### config.mk
export PLATFORM = sky130hd
export DESIGN_NAME = fetch_unit
export DESIGN_NICKNAME = d
export VERILOG_FILES = /design/src/rtl/rv32i_types.sv /design/src/rtl/pc_reg.sv /design/src/rtl/fetch_unit.sv
export SDC_FILE = /design/constraint.sdc
export NUM_CORES = 1
export LEC_CHECK = 0
export BUFFER_PORTS_ARGS = -buffer_cell sky130_fd_sc_hd__buf_4
export CAP_MARGIN = 20
export CORE_AREA = 2 2 127 129
export CTS_CLUSTER_SIZE = 16
export DETAILED_ROUTE_END_ITERATION = 16
export DIE_AREA = 0 0 129 131
export PLACE_DENSITY_LB_ADDON = 0.2
export SLEW_MARGIN = 20
export SYNTH_ARGS = -nofsm -noshare
export SYNTH_HDL_FRONTEND = slang
export SYNTH_SLANG_ARGS = --single-unit
### constraint.sdc
create_clock -name clk -period 3.5 [get_ports clk]
set_input_delay 0.7 -clock clk [delete_from_list [all_inputs] [get_ports clk]]
set_output_delay 0.7 -clock clk [all_outputs]
set_load 0.02 [all_outputs]
### src/rtl/rv32i_types.sv
// rtl/rv32i_types.sv - shared types and constants for the RV32I datapath
package rv32i_types;

    typedef logic [31:0] rv32i_word;

    typedef enum logic [1:0] {
        IDLE,
        FETCH,
        HOLD
    } fetch_state_t;

    localparam rv32i_word RESET_PC_DEFAULT = 32'h0000_0060;

endpackage

### src/rtl/pc_reg.sv
// rtl/pc_reg.sv - program counter with sequential / aligned-target next-PC select
module pc_reg
    import rv32i_types::*;
#(
    parameter int                ADDR_W   = 32,
    parameter logic [ADDR_W-1:0] RESET_PC = ADDR_W'(RESET_PC_DEFAULT)
) (
    input  logic              clk,
    input  logic              rst,
    input  logic              load,
    input  logic              br_en,
    input  logic [ADDR_W-1:0] br_target,
    output logic [ADDR_W-1:0] pc
);

    logic [ADDR_W-1:0] pc_q;
    logic [ADDR_W-1:0] pc_d;

    // Targets are word-aligned by masking; the sequential step wraps naturally.
    always_comb begin
        pc_d = pc_q;
        if (load) begin
            pc_d = br_en ? (br_target & ~ADDR_W'(3)) : (pc_q + ADDR_W'(4));
        end
    end

    always_ff @(posedge clk or negedge rst) begin
        if (!rst) begin
            pc_q <= RESET_PC;
        end else begin
            pc_q <= pc_d;
        end
    end

    assign pc = pc_q;

endmodule

### src/rtl/fetch_unit.sv
// rtl/fetch_unit.sv - instruction fetch front end: PC, memory read handshake, IR
module fetch_unit
    import rv32i_types::*;
#(
    parameter int                ADDR_W   = 32,
    parameter logic [ADDR_W-1:0] RESET_PC = ADDR_W'(RESET_PC_DEFAULT)
) (
    input  logic              clk,
    input  logic              rst,
    output logic [ADDR_W-1:0] inst_addr,
    output logic              inst_read,
    input  logic [31:0]       inst_rdata,
    input  logic              inst_resp,
    output logic              fetch_valid,
    output logic [31:0]       instr,
    output logic [ADDR_W-1:0] pc,
    input  logic              retire,
    input  logic              br_en,
    input  logic [ADDR_W-1:0] br_target,
    output logic [31:0]       retired_count
);

    fetch_state_t state_q, state_d;
    rv32i_word    instr_q, instr_d;
    logic         fetch_valid_q, fetch_valid_d;
    logic [31:0]  retired_count_q, retired_count_d;
    logic         pc_load;

    always_comb begin
        state_d         = state_q;
        instr_d         = instr_q;
        fetch_valid_d   = 1'b0;
        retired_count_d = retired_count_q;
        pc_load         = 1'b0;
        unique case (state_q)
            IDLE: state_d = FETCH;
            FETCH: begin
                if (inst_resp) begin
                    instr_d       = inst_rdata;
                    fetch_valid_d = 1'b1;
                    state_d       = HOLD;
                end
            end
            HOLD: begin
                if (retire) begin
                    pc_load         = 1'b1;
                    retired_count_d = retired_count_q + 32'd1;
                    state_d         = FETCH;
                end
            end
            default: state_d = IDLE;
        endcase
    end

    always_ff @(posedge clk or negedge rst) begin
        if (!rst) begin
            state_q         <= IDLE;
            instr_q         <= '0;
            fetch_valid_q   <= 1'b0;
            retired_count_q <= '0;
        end else begin
            state_q         <= state_d;
            instr_q         <= instr_d;
            fetch_valid_q   <= fetch_valid_d;
            retired_count_q <= retired_count_d;
        end
    end

    pc_reg #(
        .ADDR_W   (ADDR_W),
        .RESET_PC (RESET_PC)
    ) u_pc_reg (
        .clk       (clk),
        .rst       (rst),
        .load      (pc_load),
        .br_en     (br_en),
        .br_target (br_target),
        .pc        (pc)
    );

    // Decoded from state only so reset drops the request without a clock.
    assign inst_read     = (state_q == FETCH);
    assign inst_addr     = pc;
    assign instr         = instr_q;
    assign fetch_valid   = fetch_valid_q;
    assign retired_count = retired_count_q;

endmodule

==> results of run 1 <==
## synthesized netlist by cell type, types with 3 or more instances
cell type,instances
xnor2_1,28
buf_4,34
inv_1,11
nand4_1,26
nand2_1,24
buf_2,13
and4_1,8
nand3b_1,7
nor4_1,7
nand2b_1,6
clkbuf_1,10
nand3_1,21
o31ai_1,3
o21ai_0,21
xor2_1,3
nand4b_1,3
and3_1,14
dfrtp_1,95
nor2_1,26
and2_1,5
mux2_2,33
mux2i_1,5
a32oi_1,3
a21oi_1,14
a311oi_1,8
a31oi_1,6
nor3_1,14
## metrics by stage
| step | cell area, um2 | hold WS [ps] |
|---|---|---|
| 3_5_place_dp | 6600 | 481 |
| 6_report | 6890 | 390 |
| 5_1_grt | 6890 | 447 |
| 4_1_cts | 6890 | 495 |
| 2_1_floorplan | 5230 | 404 |
| 3_3_place_gp | 6600 | 481 |
## logic make-up after synthesis
family / Yosys count / synth area share
compound gates: 80 / 0.105
xor+xnor: 31 / 0.0520
fa+ha+maj: 2 / 0.00479
buf+inv: 71 / 0.0803
flops: 97 / 0.466
mux: 38 / 0.0808
other cells: 1 / 0.000719
simple gates: 180 / 0.211
## area by class of cell
cell class / count / area (um2) / area share
inverter: 11 / 41.3 / 0.00599
timing repair buffer: 197 / 1480 / 0.215
multi-input combinational: 335 / 2380 / 0.346
clock buffer: 10 / 229 / 0.0332
tap: 216 / 270 / 0.0392
clock inverter: 5 / 56.3 / 0.00817
sequential: 97 / 2430 / 0.353
## power breakdown
part | leakage [nW] | internal (mW) | switching (mW)
combinational | 1.83 | 0.941 | 1.11
sequential | 1.21 | 1.46 | 0.361
clock | 0.139 | 0.551 | 0.428
## worst paths after layout
kind / to / from / slack, ps / cells after the start
max: u_pc_reg.pc[12] / u_pc_reg.pc[2] / 1270 / 5
min: retired_count[21] / rst / 390 / 1
max reg2reg: u_pc_reg.pc[12] / u_pc_reg.pc[2] / 1270 / 5
min reg2reg: retired_count[31] / retired_count[31] / 500 / 1
max in group asynchronous: instr[4] / rst / 2420 / 2
min in group clk: retired_count[31] / retired_count[31] / 500 / 1
## layer usage
metal	up-vias	global-route usage	wire length, um
met2	191	0.271	6860
li1	2104	-	-
met1	2202	0.218	6220
met5	-	0	0
met4	0	0.0627	279
met3	24	0.0375	1030
==> reports/metrics.cfg, run 1 <==
[cts]
clk_latency_ps=340
h-tree-depth=3
cts_resized=0
clock-sinks=97
clk_pin_slew_ps=70
cts_buffers=9
holdBufCountCts=0
cts_tree=yes
cts_root_buffer=clkbuf_16
post_cts_buffers=0
cts_buffer_depth=2

[logic_synthesis]
synth-seq-cells=97
synth_area_leaders=dfrtp_1, mux2_2, buf_4
synthArstFlopShare=1.00
synth_edf_count=0
synth_cells=500
ys.warnings.count=0
avgSynthCellArea_um2=10.4
yosys.area.top_type_share=0.456
yosysSeqAreaShare=0.466
ys.flop_type=dfrtp_1
synth_area_mm2=0.00522
ys_types=63
synth_largest_area_cell=dfrtp_1

[placement]
dp_hpwl_um=10300
dp_slack_ps=1120
gp_congestion=0.805
dp_cells=856
port-buffer-count=192

[die]
core-area_mm2=0.0156
die_area_mm2=0.0169
start_util=0.335
die_w_um=129
die_h_um=131
io_pins=199
std_cell_rows=46

[finish]
layout.cells.non_filler=871
most-common-layout-cells=buf_4, dfrtp_1, mux2_2
nFillCells=1486
final_common_cell=buf_4
antenna_cells=0
final_layout_size_suffix_gt1_frac=0.398
fin_nets=722
area_growth_pct=32.0
post-route-util=0.442

[grt]
grt_pass1_vias=4249
track_usage=0.167
grt_pass1_wl_um=22200
overflow=0
grt_max_degree=82
antenna_found_initial=0

[setup_path]
critPathBufInv=0
crit_slowest_cell=nor3_2
cp_data_arrival_time_ps=2460
crit_path_start_kind=flip-flop
cp_top_family=simple AND/OR/NAND/NOR gates
required_ps=3740
endpoint_kind=flip-flop
path_class=flip-flop to flip-flop
crit_chain=ha_1 -> nand3_1 -> nor3_2 -> o21ai_0 -> a22o_1
path_max_fanout=8
max_stage_delay_ps=640

[status]
status=complete, no violations

[sta]
rsz0062_at_grt=false
slew_violations=0
setup_ws_ps=1270
finalClockSkew_ps=10.3
tightest_slew_ps=936
setup_tns_ps=0
period_minus_slack_ps=2230
hold_viol=0
period_share=0.636
relSlewSlack=0.374
setup_viol=0
max_freq_mhz=449

[hold_path]
hold_path_class=input pin to asynchronous set/reset pin

[job]
drv_cap=0

[pwr]
total_power_mw=4.85
ir_drop_mv=0.317
leakage_nw=3.17
power.density_mw_per_mm2=704

[detailed_routing]
drtAntennaViolNets=0
wl_um=14400
vias=4521
routedWlPerCell_um=16.5
drc=0
drt-pass1-iter-count=6
via_per_inst=5.19
drt_first_iter_violations=263

Note: power is estimated with default switching activity, not from simulation.
==> inputs of run 2 (changes only) <==
Clock period 3.5 ns to 2.2 ns, I/O delays scaled along.
==> reports/metrics.cfg, run 2 (synthesis results as in run 1) <==
[sta]
period_minus_slack_ps=1850  ; -376 ps
setup_viol=0  ; unchanged
hold_viol=0  ; unchanged
setup_tns_ps=0  ; unchanged
slew_violations=0  ; unchanged
period_share=0.841  ; +0.205
max_freq_mhz=540  ; +20%
setup_ws_ps=350  ; -924 ps
tightest_slew_ps=496  ; -440 ps
relSlewSlack=0.666  ; +0.292
rsz0062_at_grt=false
finalClockSkew_ps=7.55  ; -2.77 ps

[setup_path]
endpoint_kind=flip-flop
max_stage_delay_ps=510  ; -130 ps
required_ps=2410  ; -1330 ps
path_max_fanout=9  ; +1
cp_common_cell=nand3_1
cp_top_family=simple AND/OR/NAND/NOR gates
path_class=flip-flop to flip-flop
critPathBufInv=0  ; unchanged
crit_chain=and3_1 -> nand3_1 -> o311ai_0 -> nand3_1
cp_data_arrival_time_ps=2060  ; -400 ps
crit_path_start_kind=flip-flop
crit_slowest_cell=dfrtp_1

[cts]
clk_pin_slew_ps=70  ; about the same
clock-sinks=97  ; unchanged
post_cts_buffers=0  ; unchanged
clk_latency_ps=350  ; about the same
cts_root_buffer=clkbuf_16
cts_resized=0  ; unchanged
cts_buffers=9  ; unchanged
h-tree-depth=3  ; unchanged
cts_tree=yes
cts_buffer_depth=2  ; unchanged

[die]
die_h_um=131  ; unchanged
die_area_mm2=0.0169  ; unchanged
io_pins=199  ; unchanged
start_util=0.335  ; unchanged
core-area_mm2=0.0156  ; unchanged
std_cell_rows=46  ; unchanged
die_w_um=129  ; unchanged

[grt]
grt_pass1_vias=4303  ; +1.3%
grt.busiest_layer=met2
grt_max_degree=43  ; -48%
track_usage=0.169  ; +0.00228
met3_usage=0.0358  ; -0.00163
overflow=0  ; unchanged
grt_pass1_wl_um=22500  ; +1.3%
met2_usage=0.273  ; +0.00187
grt_use_met1=0.225  ; +0.00682
antenna_found_initial=0  ; unchanged

[status]
status=complete, no violations

[pwr]
p_int_mw=4.76  ; +61%
power.density_mw_per_mm2=1110  ; +58%
p_clk_frac=0.201  ; about the same
seqPwrFrac=0.372  ; -0.004
leakage_nw=3.23  ; +1.9%
p_switching_mw=3.00  ; +58%
switching_share=0.387  ; -0.00417
total_power_mw=7.75  ; +60%
power_frac_comb=0.427  ; +0.005
ir_drop_mv=0.571  ; +80%

[placement]
dp_slack_ps=365  ; -759 ps
dp_hpwl_um=10600  ; +2.9%
port-buffer-count=192  ; unchanged
gp_congestion=0.830  ; +3.1%
dpl_cell_area_mm2=0.00670  ; +1.5%

[finish]
ff_latch_area_mm2=0.00243  ; unchanged
final_common_cell=buf_4
multiInputGateArea_mm2=0.00238  ; unchanged
final_layout_size_suffix_gt1_frac=0.406  ; +0.00754
nFillCells=1482  ; -0.27%
final_area_mm2=0.00700  ; +1.5%
fin_nets=733  ; +1.5%
most-common-layout-cells=buf_4, dfrtp_1, mux2_2
antenna_cells=0  ; unchanged
area_growth_pct=34.1

[detailed_routing]
wl_um=14500  ; +0.97%
via_per_inst=5.16  ; -0.52%
drtAntennaViolNets=0  ; unchanged
drc=0  ; unchanged
vias=4549  ; +0.62%
routedWlPerCell_um=16.5  ; -0.17%
drt_first_iter_violations=286  ; +8.7%
drt-pass1-iter-count=4  ; -2

[job]
drv_cap=0  ; unchanged

[hold_path]
hold_path_class=input pin to flip-flop

run 2: changes by cell type in the layout (fill, tap and decap cells not counted), sizes merged:
| cell | delta |
|---|---|
| buf | +10 |
| clkbuf | +1 |
| clkinv | -1 |
| dlygate4sd3 | +1 |
| inv | -1 |
run 2: worst register-to-register path, stage by stage, from the launching register on:
cell and delay [ps]:
dfrtp_1 510, and3_1 460, nand3_1 270, o311ai_0 350
nand3_1 120
run 2: layout make-up:
class / instances / share of cell area
clock inverter: 3 / 0.00608
multi-input combinational: 335 / 0.340
clock buffer: 11 / 0.0347
tap: 216 / 0.0386
timing repair buffer: 208 / 0.227
sequential: 97 / 0.347
inverter: 11 / 0.00590
run 2: per-stage QoR:
stage | util | hold slack (ps) | cells
after detailed placement | 0.430 | 353 | 866
after global placement | 0.430 | 348 | 866
after floorplan | - | 144 | 503
after global routing | 0.449 | 312 | 881
after CTS | 0.449 | 310 | 881
final | 0.449 | 320 | 881
run 2: path summary, 6_finish.rpt:
kind,endpoint,startpoint,depth (start not counted),slack [ps]
max,u_pc_reg.pc[28],u_pc_reg.pc[9],4,350
min,instr[27],inst_rdata[27],2,320
max reg2reg,u_pc_reg.pc[28],u_pc_reg.pc[9],4,350
min reg2reg,retired_count[31],retired_count[31],1,500
max in group asynchronous,instr[11],rst,3,1070
min in group asynchronous,retired_count[21],rst,2,520
run 2: power by group through the flow:
stage / sequential (mW) / clock [mW] / combinational, mW
floorplan: 3.42 / 0 / 1.48
global placement: 2.87 / 0 / 3.31
detailed placement: 2.91 / 0 / 3.35
CTS: 2.88 / 1.63 / 3.36
global route: 2.98 / 1.69 / 3.54
finish: 2.88 / 1.56 / 3.31
run 2: repair_timing:
action,in CTS,in global routing
endpoints found under the hold margin,19,0
hold buffers,1,0
setup endpoints to repair,0,0
run 2: routing by layer:
metal | routed length (um) | up-vias
li1 | - | 2136
met1 | 6390 | 2225
met2 | 6960 | 170
met3 | 895 | 18
met4 | 279 | 0
met5 | 0 | -
==> inputs of run 3 (changes only) <==
Settings changed: ABC_AREA set to 1, CORE_AREA 2 2 127 129 to 2 2 135 137, DIE_AREA 0 0 129 131 to 0 0 137 139.
Clock period 2.2 ns to 1.5 ns, I/O delays scaled along.
==> reports/metrics.cfg, run 3 <==
[cts]
h-tree-depth=3  ; unchanged
cts_buffer_depth=2  ; unchanged
cts_tree=yes
clk_pin_slew_ps=80  ; about the same
cts_buffers=9  ; unchanged
cts_root_buffer=clkbuf_16
clk_latency_ps=350  ; about the same
clock-sinks=97  ; unchanged

[finish]
area_growth_pct=47.2
final_common_cell=nand2_1
final_layout_size_suffix_gt1_frac=0.368  ; -0.0383
fin_nets=1151  ; +57%
final_area_mm2=0.00861  ; +23%
nFillCells=1872  ; +26%
antenna_cells=0  ; unchanged
most-common-layout-cells=nand2_1, buf_4, dfrtp_1

[logic_synthesis]
synth_most_common_cell=nand2_1
yosys.area.top_type_share=0.406  ; -0.0493
ys.warnings.count=0  ; unchanged
synth_compound_area_frac=0.0460  ; -0.0590
synthXorXnorAreaFrac=0.0284  ; -0.0236
synth_area_leaders=dfrtp_1, nand2_1, nor2_1
avgSynthCellArea_um2=7.02  ; -33%
synth_largest_area_cell=dfrtp_1
yosys.area_share.adder=0.00428  ; -0.000519
ys.flop_type=dfrtp_1
synth_cells=834  ; +67%
ys_types=37  ; -41%
synth_area_mm2=0.00585  ; +12%
synth_edf_count=0  ; unchanged
synth_mux_area_frac=0  ; -0.0808
yosysSeqAreaShare=0.415  ; -0.0504
synth_top_cells_by_count=nand2_1, nor2_1, dfrtp_1, inv_1, nand3_1
synth-seq-cells=97  ; unchanged
yosys.area_share.simple=0.392  ; +0.181
synth_top_family_by_area=simple AND/OR/NAND/NOR gates
synthArstFlopShare=1.00  ; unchanged

[grt]
grt_max_degree=57  ; +33%
grt_pass1_wl_um=27600  ; +23%
overflow=0  ; unchanged
antenna_found_initial=0  ; unchanged
track_usage=0.183  ; +0.0136
grt_pass1_vias=5469  ; +27%

[sta]
period_share=1.03  ; +0.189
holdWs_ps=134  ; -186 ps
hold_viol=0  ; unchanged
rsz0062_at_grt=true
slew_violations=0  ; unchanged
finalClockSkew_ps=6.23  ; -1.32 ps
setup_tns_ps=-105  ; -105 ps
setup_viol=7  ; +7
max_freq_mhz=647  ; +20%
period_minus_slack_ps=1550  ; -305 ps
setup_ws_ps=-45.0  ; -395 ps

[die]
core-area_mm2=0.0177  ; +13%
std_cell_rows=49  ; +6.5%
io_pins=199  ; unchanged
start_util=0.331  ; -0.00317
die_area_mm2=0.0190  ; +13%
die_h_um=139  ; +6.1%
die_w_um=137  ; +6.2%

[status]
failed_checks=negative setup slack
status=complete, but fails checks

[hold_path]
holdPathEnd=instr[24]
hold_depth=3  ; +1
hold_path_class=input pin to flip-flop
min-delay-start=inst_rdata[24]

[pwr]
leakage_nw=4.44  ; +37%
p_int_mw=8.26  ; +74%
seqPwrFrac=0.296  ; -0.076
switching_share=0.436  ; +0.0495
p_clk_frac=0.170  ; -0.031
p_switching_mw=6.39  ; +110%
power.density_mw_per_mm2=1700  ; +53%
power_frac_comb=0.534  ; +0.107
ir_drop_mv=1.14  ; +99%

[detailed_routing]
drt-pass1-iter-count=4  ; unchanged
wl_um=17500  ; +20%
drt_first_iter_violations=289  ; +1.0%
drc=0  ; unchanged
via_per_inst=4.50  ; -13%
vias=5919  ; +30%
routedWlPerCell_um=13.3  ; -19%
drtAntennaViolNets=0  ; unchanged

[setup_path]
ff2ff_setup_slack_ps=-50  ; -390 ps
path_max_fanout=4  ; -5
reg2reg_from=u_pc_reg.pc[6]
endpoint_kind=flip-flop
crit_path_start_kind=flip-flop
path_class=flip-flop to flip-flop
reg2regPathDepth=7  ; +3
cp_data_arrival_time_ps=1800  ; -260 ps
required_ps=1760  ; -650 ps
reg2reg_to=u_pc_reg.pc[16]

[placement]
dpl_cell_area_mm2=0.00786  ; +17%
gp_congestion=0.861  ; +3.8%
dp_hpwl_um=12900  ; +22%
port-buffer-count=192  ; unchanged

[job]
drv_cap=0  ; unchanged

==> run 3: layout make-up <==
class / count / area, um2 / share of cell area
multi-input combinational: 608 / 3030 / 0.352
sequential: 97 / 2440 / 0.283
timing repair buffer: 287 / 2240 / 0.260
inverter: 77 / 295 / 0.0343
tap: 229 / 287 / 0.0333
clock buffer: 9 / 225 / 0.0261
clock inverter: 7 / 87.6 / 0.0102
==> run 3: worst max-delay path, cell delays in order (launching register included) <==
cell and delay [ps]:
dfstp_2 550, nand2_1 110, nor2_4 190, nand4_1 240, o21ai_1 200, nand2_1 60, nand2_1 50, inv_1 30
==> run 3: timing repair <==
item / 4_1_cts / 5_1_grt
setup endpoints to repair: 15 / 44
buffers inserted: 0 / 17
hold buffers: 1 / 0
pin swaps: 0 / 26
endpoints found under the hold margin: 95 / 0
resized for setup: 12 / 76
==> run 3: per-stage QoR <==
stage / util / instances / worst slack [ps] / total power, mW
2_1_floorplan: - / 837 / 23.5 / 8.61
3_3_place_gp: 0.445 / 1280 / -22.1 / 11.8
3_5_place_dp: 0.445 / 1280 / -38.0 / 11.9
4_1_cts: 0.466 / 1297 / -1.86 / 14.5
5_1_grt: 0.488 / 1314 / -132 / 15.7
6_report: 0.488 / 1314 / -45.0 / 14.7
==> run 3: cells by family after synthesis <==
| family | count (synthesis) |
|---|---|
| simple gates | 533 |
| flops | 97 |
| fa+ha+maj | 2 |
| xor+xnor | 19 |
| other cells | 1 |
| compound gates | 50 |
| buf+inv | 132 |
==> run 3: worst max path at each step <==
| stage | startpoint | to |
|---|---|---|
| after floorplan | retired_count[1] | retired_count[18] |
| after global placement | state_q[0] | retired_count[22] |
| after detailed placement | u_pc_reg.pc[6] | u_pc_reg.pc[29] |
| after CTS | u_pc_reg.pc[5] | u_pc_reg.pc[26] |
| after global routing | u_pc_reg.pc[2] | u_pc_reg.pc[19] |
| final | u_pc_reg.pc[6] | u_pc_reg.pc[16] |
==> run 3: power by group through the flow <==
stage | logic (mW) | registers (mW) | clock network [mW]
floorplan | 3.11 | 5.50 | 0
global placement | 7.49 | 4.32 | 0
detailed placement | 7.57 | 4.31 | 0
CTS | 7.64 | 4.29 | 2.57
global route | 8.55 | 4.47 | 2.67
finish | 7.82 | 4.34 | 2.49
==> run 3: routing by layer <==
| metal | GRT usage | share of wire | up-vias |
|---|---|---|---|
| met5 | 0 | 0 | - |
| met4 | 0.0624 | 0.016 | 0 |
| met3 | 0.0336 | 0.056 | 16 |
| met2 | 0.288 | 0.47 | 150 |
| met1 | 0.251 | 0.46 | 2724 |
| li1 | - | - | 3029 |
